==> src/rtl/bitboard_scan.sv <==
// Expands a WIDTH-bit mask into one square index per set bit, valid/ready on both sides.
// Optional BITSCAN_MSB_FIRST_EN selects descending order (highest set bit first).
module bitboard_scan #(
   parameter int unsigned WIDTH = 64,
   parameter int unsigned IDXW  = $clog2(WIDTH)
) (
   input  logic             clk,
   input  logic             rst_n,
   input  logic             in_valid,
   output logic             in_ready,
   input  logic [WIDTH-1:0] in_bits,
   input  logic             abort,
   output logic             out_valid,
   input  logic             out_ready,
   output logic [IDXW-1:0]  out_idx,
   output logic             out_last,
   output logic             out_empty,
   output logic             busy
);

   typedef enum logic {IDLE, SCAN} state_t;

   state_t           state, state_nxt;
   logic [WIDTH-1:0] rem;
   logic [IDXW-1:0]  sel;
   logic             rem_last;
   logic             rem_empty;

   // Priority encoder: the last matching iteration wins, so loop order sets the priority.
   always_comb begin
      sel = '0;
      for (int unsigned i = 0; i < WIDTH; i++) begin
`ifdef BITSCAN_MSB_FIRST_EN
         if (rem[i]) sel = IDXW'(i);
`else
         if (rem[WIDTH-1-i]) sel = IDXW'(WIDTH-1-i);
`endif
      end
   end

   assign rem_last  = ((rem & (rem - WIDTH'(1))) == '0);
   assign rem_empty = (rem == '0);

   always_ff @(posedge clk or negedge rst_n) begin
      if (!rst_n) state <= IDLE;
      else        state <= state_nxt;
   end

   always_comb begin
      state_nxt = state;
      case (state)
         IDLE: if (in_valid) state_nxt = SCAN;
         SCAN: if (abort || (out_ready && rem_last)) state_nxt = IDLE;
         default: state_nxt = IDLE;
      endcase
   end

   always_ff @(posedge clk or negedge rst_n) begin
      if (!rst_n) begin
         rem <= '0;
      end else if (state == IDLE) begin
         if (in_valid) rem <= in_bits;
      end else if (abort) begin
         rem <= '0;
      end else if (out_ready) begin
         rem <= rem & ~(WIDTH'(1) << sel);
      end
   end

   always_comb begin
      in_ready  = (state == IDLE);
      out_valid = (state == SCAN);
      busy      = (state == SCAN);
      out_idx   = (state == SCAN) ? sel : '0;
      out_last  = (state == SCAN) && rem_last;
      out_empty = (state == SCAN) && rem_empty;
   end

endmodule

==> config.mk <==
export PLATFORM = sky130hd
export DESIGN_NAME = bitboard_scan
export DESIGN_NICKNAME = d
export VERILOG_FILES = /design/src/rtl/bitboard_scan.sv
export SDC_FILE = /design/constraint.sdc
export NUM_CORES = 1
export LEC_CHECK = 0
export CAP_MARGIN = 20
export CORE_MARGIN = 5
export CORE_UTILIZATION = 35
export DETAILED_ROUTE_END_ITERATION = 8
export SLEW_MARGIN = 20
export SYNTH_ARGS = -nofsm -noshare
export SYNTH_HDL_FRONTEND = slang
export SYNTH_SLANG_ARGS = --single-unit
==> constraint.sdc <==
create_clock -name clk -period 10.2 [get_ports clk]
set_input_delay 2.04 -clock clk [delete_from_list [all_inputs] [get_ports clk]]
set_output_delay 2.04 -clock clk [all_outputs]
set_load 0.05 [all_outputs]
==> qor.csv, run 1 <==
metric,value,unit
worst skew pair latency,0.35,ns
Clock Tree Buf Depth,2,
Post-Syn Instances,755,
setup TNS,0,ns
post-route clock period utilization,75.3,%
pin count of the biggest net entering global routing,89,
Worst Path Arrival,5.64,ns
minimum clock period,7.68,ns
GRT overflow,0,
Hold Path Class,reg2reg,
initial antenna violation count,0,
pwr dens,270,nW/um^2
Worst Path Max Fanout,20,
switching power,944,uW
Flop pwr share,35.4,%
Initial DRC Count,1092,
DP HPWL,18.2,mm
TritonCTS clock tree,done,
P_int,898,uW
"Clk pin slew, worst setup/hold paths",0.06,ns
first-pass GRT wire length,37.9,mm
area share of the largest cell type after synthesis,28.3,%
clock root buffer,clkbuf_16,
post-synthesis area per instance,7.60,um^2
Synthesized Nets,824,
ranking of synthesized cells by area,"dfrtp_1 28%, a32oi_1 6.6%, nand2_1 6.3%, o21ai_0 5.8%, clkbuf_1 4.4%",
routed via count,6601,
PortBufs,79,
post-synth top area cell,dfrtp_1,
Final Hold Viols,0,
pre-CTS WS,3.10,ns
Final Setup Violations,0,
Slew HR,31.8,%
CP Capture Type,output port,
WL final,24.8,mm
number of synthesized flops with an enable pin,0,
worst hold margin,0.614,ns
fmax,0.130,GHz
"commonest cells after routing, fill and taps aside","96 x nand2_1, 78 x clkdlybuf4s50_1, 66 x o21ai_0",
Max VDD drop,0.000129,V
WP data required,8.16,ns
max_cap viols,0,
DRT Pass-1 Iters,6,
Final nets,843,
Filler cells,1672,
Die Wd,138,um
wire length per cell,24.9,um
CTS Hold Bufs,0,
Final Max Slew Viols,0,
worst setup margin,2.52,ns
"Seq/Total Area, Yosys",28.3,%
Setup Skew,0.00935,ns
Syn-to-layout area delta,19.0,%
H-tree Lvls,3,
Core ar.,16000,um^2
status,"complete, no violations",
GR Util All Layers,25.1,%
initial core utilization,35.9,%
area of the die,19100,um^2
power share of the clock group,19.2,%
Via density,6.63,
DRC Markers,0,
clk sinks,65,
fraction of layout cells with a size suffix above 1,8.09,%
unrepaired setup endpoints after global routing,false,
crit path launch type,register,
die height,138,um
"Async S/R FF share, synth",100,%
total power,1840,uW
Net Sw Frac,51.2,%
Least-Margin Pin Slew,1.02,ns
Top Ports,80,
"Top FF cell, synth",dfrtp_1,
post-CTS setup buffer count,0,
Routed Antenna Nets,0,
cts bufs inserted,9,
Gate power share,45.5,%
Mapped Area,5740,um^2
Leakage,0.00233,uW
RD Place Congestion,0.938,
#FFs+latches synth,65,
"most common cell after layout, fill and taps aside",nand2_1,
Ys Warns,0,
vias in the first global route,6148,
PostCTS Resize Cnt,0,
row count,46,
kind of critical path,reg2out,
unique cell type count in the Yosys netlist,72,
ant diodes,0,
==> synthesized netlist by cell type (5+ instances only) <==
| library cell | count |
|---|---|
| nor3_1 | 29 |
| o31ai_1 | 14 |
| or4_1 | 18 |
| nand2b_1 | 6 |
| dfrtp_1 | 65 |
| o21ai_0 | 66 |
| o211ai_1 | 12 |
| a2111oi_0 | 5 |
| o41ai_1 | 6 |
| o2111ai_1 | 5 |
| or3_1 | 9 |
| nor4_1 | 27 |
| nand4_1 | 29 |
| a21oi_1 | 30 |
| clkbuf_1 | 67 |
| nor2b_1 | 8 |
| a22oi_1 | 10 |
| nor2_1 | 47 |
| o311ai_0 | 7 |
| nand3_1 | 12 |
| a211oi_1 | 8 |
| a31oi_1 | 11 |
| inv_1 | 17 |
| o21bai_1 | 7 |
| nand2_1 | 97 |
| or2_2 | 11 |
| o31a_1 | 10 |
| a32oi_1 | 43 |
==> final cells by class <==
type,instances,area (um^2),area share [%]
clock buffer,12,256,3.76
clock inverter,4,75.1,1.10
inverter,18,67.6,0.989
multi-input combinational,586,3640,53.2
sequential,65,1630,23.8
tap,216,270,3.96
timing repair buffer,94,898,13.2
==> logic make-up (layout without fill, tap and decap cells) <==
logic type | after synthesis | count (layout) | share of synthesized area, %
fa+ha+maj | 1 | 1 | 0.174
compound gates | 273 | 273 | 34.3
simple gates | 312 | 312 | 28.2
buf+inv | 104 | 128 | 8.94
flops | 65 | 65 | 28.3
==> per-stage QoR <==
| step | utilization, % | instances | instance area, um^2 |
|---|---|---|---|
| 4_1_cts | 42.7 | 995 | 6830 |
| 5_1_grt | 42.7 | 995 | 6830 |
| 3_5_place_dp | 40.6 | 979 | 6500 |
| 2_1_floorplan | - | 755 | 5740 |
| 6_report | 42.7 | 995 | 6830 |
| 3_3_place_gp | 40.6 | 979 | 6500 |
==> layer usage <==
| layer | vias up | GRT usage, % | share of wire, % |
|---|---|---|---|
| met5 | - | 0 | 0 |
| met4 | 0 | 7.07 | 2.2 |
| met3 | 39 | 4.07 | 7.1 |
| met2 | 331 | 39.0 | 46 |
| met1 | 3230 | 36.0 | 45 |
| li1 | 3001 | - | - |
==> path summary, 6_finish.rpt <==
kind                                    start                   to  slack, ns  depth (start not counted)
max                        rem[3]$_DFFE_PN0P_             out_last       2.52                          8
min                        rem[0]$_DFFE_PN0P_   rem[0]$_DFFE_PN0P_       0.61                          2
max reg2reg                rem[3]$_DFFE_PN0P_       busy$_DFF_PN0_       5.77                          7
min reg2reg                rem[0]$_DFFE_PN0P_   rem[0]$_DFFE_PN0P_       0.61                          2
max in group asynchronous               rst_n  rem[17]$_DFFE_PN0P_       7.71                          2
min in group asynchronous               rst_n  rem[49]$_DFFE_PN0P_       1.90                          2
==> power by group through the flow <==
stage,clock (uW),combinational (uW),sequential [uW]
floorplan,0,747,412
global placement,0,824,634
detailed placement,0,822,641
CTS,359,826,637
global route,369,909,675
finish,353,838,652
==> flip-flops by register name (all words and copies together) (netlist names) <==
register	cells
busy	1
rem	64
==> worst max-delay path, stage by stage, from the launching register on <==
cell	delay [ns]
dfrtp_1	0.50
nor4_2	0.78
nand4_1	0.99
o41ai_1	0.79
nand2_1	0.10
or4_1	0.53
nor4_1	0.47
and4_1	0.31
clkdlybuf4s50_1	0.81
No activity file was read; power rests on OpenSTA's default activity.
==> run 2: changes to the inputs <==
clock period = 6.6 ns   (was 10.2 ns; I/O delays follow)
==> qor.csv, run 2 (synthesis results as in run 1) <==
metric,value,unit,change
status,"complete, no violations",,
Final nets,847,,+0.47%
DP HPWL,17.9,mm,-1.8%
DRT Pass-1 Iters,5,,-1
row count,46,,unchanged
CP max-delay cell,clkdlybuf4s50_1,,
worst setup margin,0.630,ns,-1.89 ns
RD Place Congestion,0.968,,+3.2%
Hold Path Class,reg2reg,,
cts bufs inserted,9,,unchanged
Syn-to-layout area delta,18.7,%,
Least-Margin Pin Slew,1.14,ns,+0.124 ns
max_cap viols,0,,unchanged
Core ar.,16000,um^2,unchanged
Worst Path Arrival,4.65,ns,-0.99 ns
crit-path most repeated cell,nor4_1,,
WL final,24.4,mm,-1.7%
ant diodes,0,,unchanged
Worst Path Max Fanout,20,,unchanged
pwr dens,405,nW/um^2,+50%
critical-path cell list,"nor4_1, nand4_1, buf_4, o41ai_1, o2111ai_1, or4_1, nor4_1, and4_1, clkdlybuf4s50_1",,
switching power,1440,uW,+52%
die height,138,um,unchanged
clock root buffer,clkbuf_16,,
Leakage,0.00234,uW,+0.42%
Clock Tree Buf Depth,2,,unchanged
Post-Layout Inst Area,6820,um^2,-0.22%
CP Capture Type,output port,,
GRT overflow,0,,unchanged
initial core utilization,35.9,%,unchanged
vias in the first global route,6198,,+0.81%
H-tree Lvls,3,,unchanged
TritonCTS clock tree,done,,
pin count of the biggest net entering global routing,89,,unchanged
fraction of layout cells with a size suffix above 1,8.70,%,+0.61 points
Setup Skew,0.00569,ns,-0.00366 ns
post-CTS setup buffer count,0,,unchanged
"commonest cells after routing, fill and taps aside","96 x nand2_1, 78 x clkdlybuf4s50_1, 66 x o21ai_0",,
unrepaired setup endpoints after global routing,false,,
wire length per cell,24.4,um,-2.0%
Max VDD drop,0.000214,V,+65%
fmax,0.167,GHz,
power share of the clock group,17.0,%,-2.2 points
first-pass GRT wire length,37.5,mm,-1.0%
PostCTS Resize Cnt,0,,unchanged
"Clk pin slew, worst setup/hold paths",0.06,ns,about the same
minimum clock period,5.97,ns,
crit-path max cell delay,0.81,ns,-0.18 ns
Routed Antenna Nets,0,,unchanged
kind of critical path,reg2out,,
final core utilization,42.6,%,-0.094 points
GR Util All Layers,24.7,%,-0.33 points
Via density,6.59,,-0.71%
Final Setup Violations,0,,unchanged
Cells after DPL,983,,+0.41%
routed via count,6574,,-0.41%
Top Ports,80,,unchanged
CTS Hold Bufs,0,,unchanged
clk sinks,65,,unchanged
pre-CTS WS,1.14,ns,-1.97 ns
Die Wd,138,um,unchanged
Net Sw Frac,52.1,%,+0.88 points
max FFs per register,64,,unchanged
Flop pwr share,35.8,%,+0.4 points
PortBufs,79,,unchanged
Final Hold Viols,0,,unchanged
setup TNS,0,ns,unchanged
P_int,1320,uW,+47%
worst skew pair latency,0.35,ns,about the same
WP data required,5.28,ns,-2.88 ns
Initial DRC Count,736,,-33%
cell family with most CP delay,simple AND/OR/NAND/NOR gates,,
"most common cell after layout, fill and taps aside",nand2_1,,
Critical path buffers and inverters,2,,+1
post-route clock period utilization,90.5,%,
Area after DPL,6530,um^2,+0.44%
DRC Markers,0,,unchanged
Biggest register,rem,,
Gate power share,47.2,%,+1.7 points
area of the die,19100,um^2,unchanged
Final Max Slew Viols,0,,unchanged
fin cells,998,,+0.30%
initial antenna violation count,0,,unchanged
Slew HR,21.8,%,-10 points
crit path launch type,register,,
-- run 2: area by class of cell --
class	instances	area, um^2
fill	1660	9190
multi-input combinational	586	3640
sequential	65	1630
timing repair buffer	98	928
tap	216	270
clock buffer	12	267
inverter	18	67.6
clock inverter	3	15.0
-- run 2: routing by layer --
metal	share of wire, %	track usage (%)
met4	3.2	9.57
met5	0	0
met1	44	34.7
met2	45	37.7
met3	7.8	4.59
-- run 2: through the flow --
stage / total power [uW] / hold slack, ns
global route: 2930 / 0.665
finish: 2760 / 0.630
floorplan: 1790 / 0.549
detailed placement: 2250 / 0.619
global placement: 2220 / 0.586
CTS: 2720 / 0.627
-- run 2: final timing paths --
path	cells past startpoint	startpoint	end	slack, ns
max	9	rem[13]$_DFFE_PN0P_	out_last	0.63
min	2	rem[52]$_DFFE_PN0P_	rem[52]$_DFFE_PN0P_	0.63
min reg2reg	2	rem[52]$_DFFE_PN0P_	rem[52]$_DFFE_PN0P_	0.63
max reg2reg	7	rem[62]$_DFFE_PN0P_	rem[13]$_DFFE_PN0P_	2.85
max in group asynchronous	2	rst_n	rem[0]$_DFFE_PN0P_	4.82
min in group asynchronous	2	rst_n	rem[50]$_DFFE_PN0P_	1.16
-- run 2: tightest hold or removal path: cells and delay by family, from the launching register on --
| kind | cells | cell delay [ns] |
|---|---|---|
| flops | 1 | 0.44 |
| simple gates | 1 | 0.08 |
| compound gates | 1 | 0.06 |
-- run 2: power groups by stage --
| stage | registers (uW) | logic (uW) | clock network [uW] |
|---|---|---|---|
| final | 987 | 1300 | 470 |
| after global routing | 1030 | 1420 | 486 |
| after CTS | 971 | 1280 | 474 |
| after detailed placement | 978 | 1270 | 0 |
| after global placement | 959 | 1260 | 0 |
| after floorplan | 637 | 1150 | 0 |
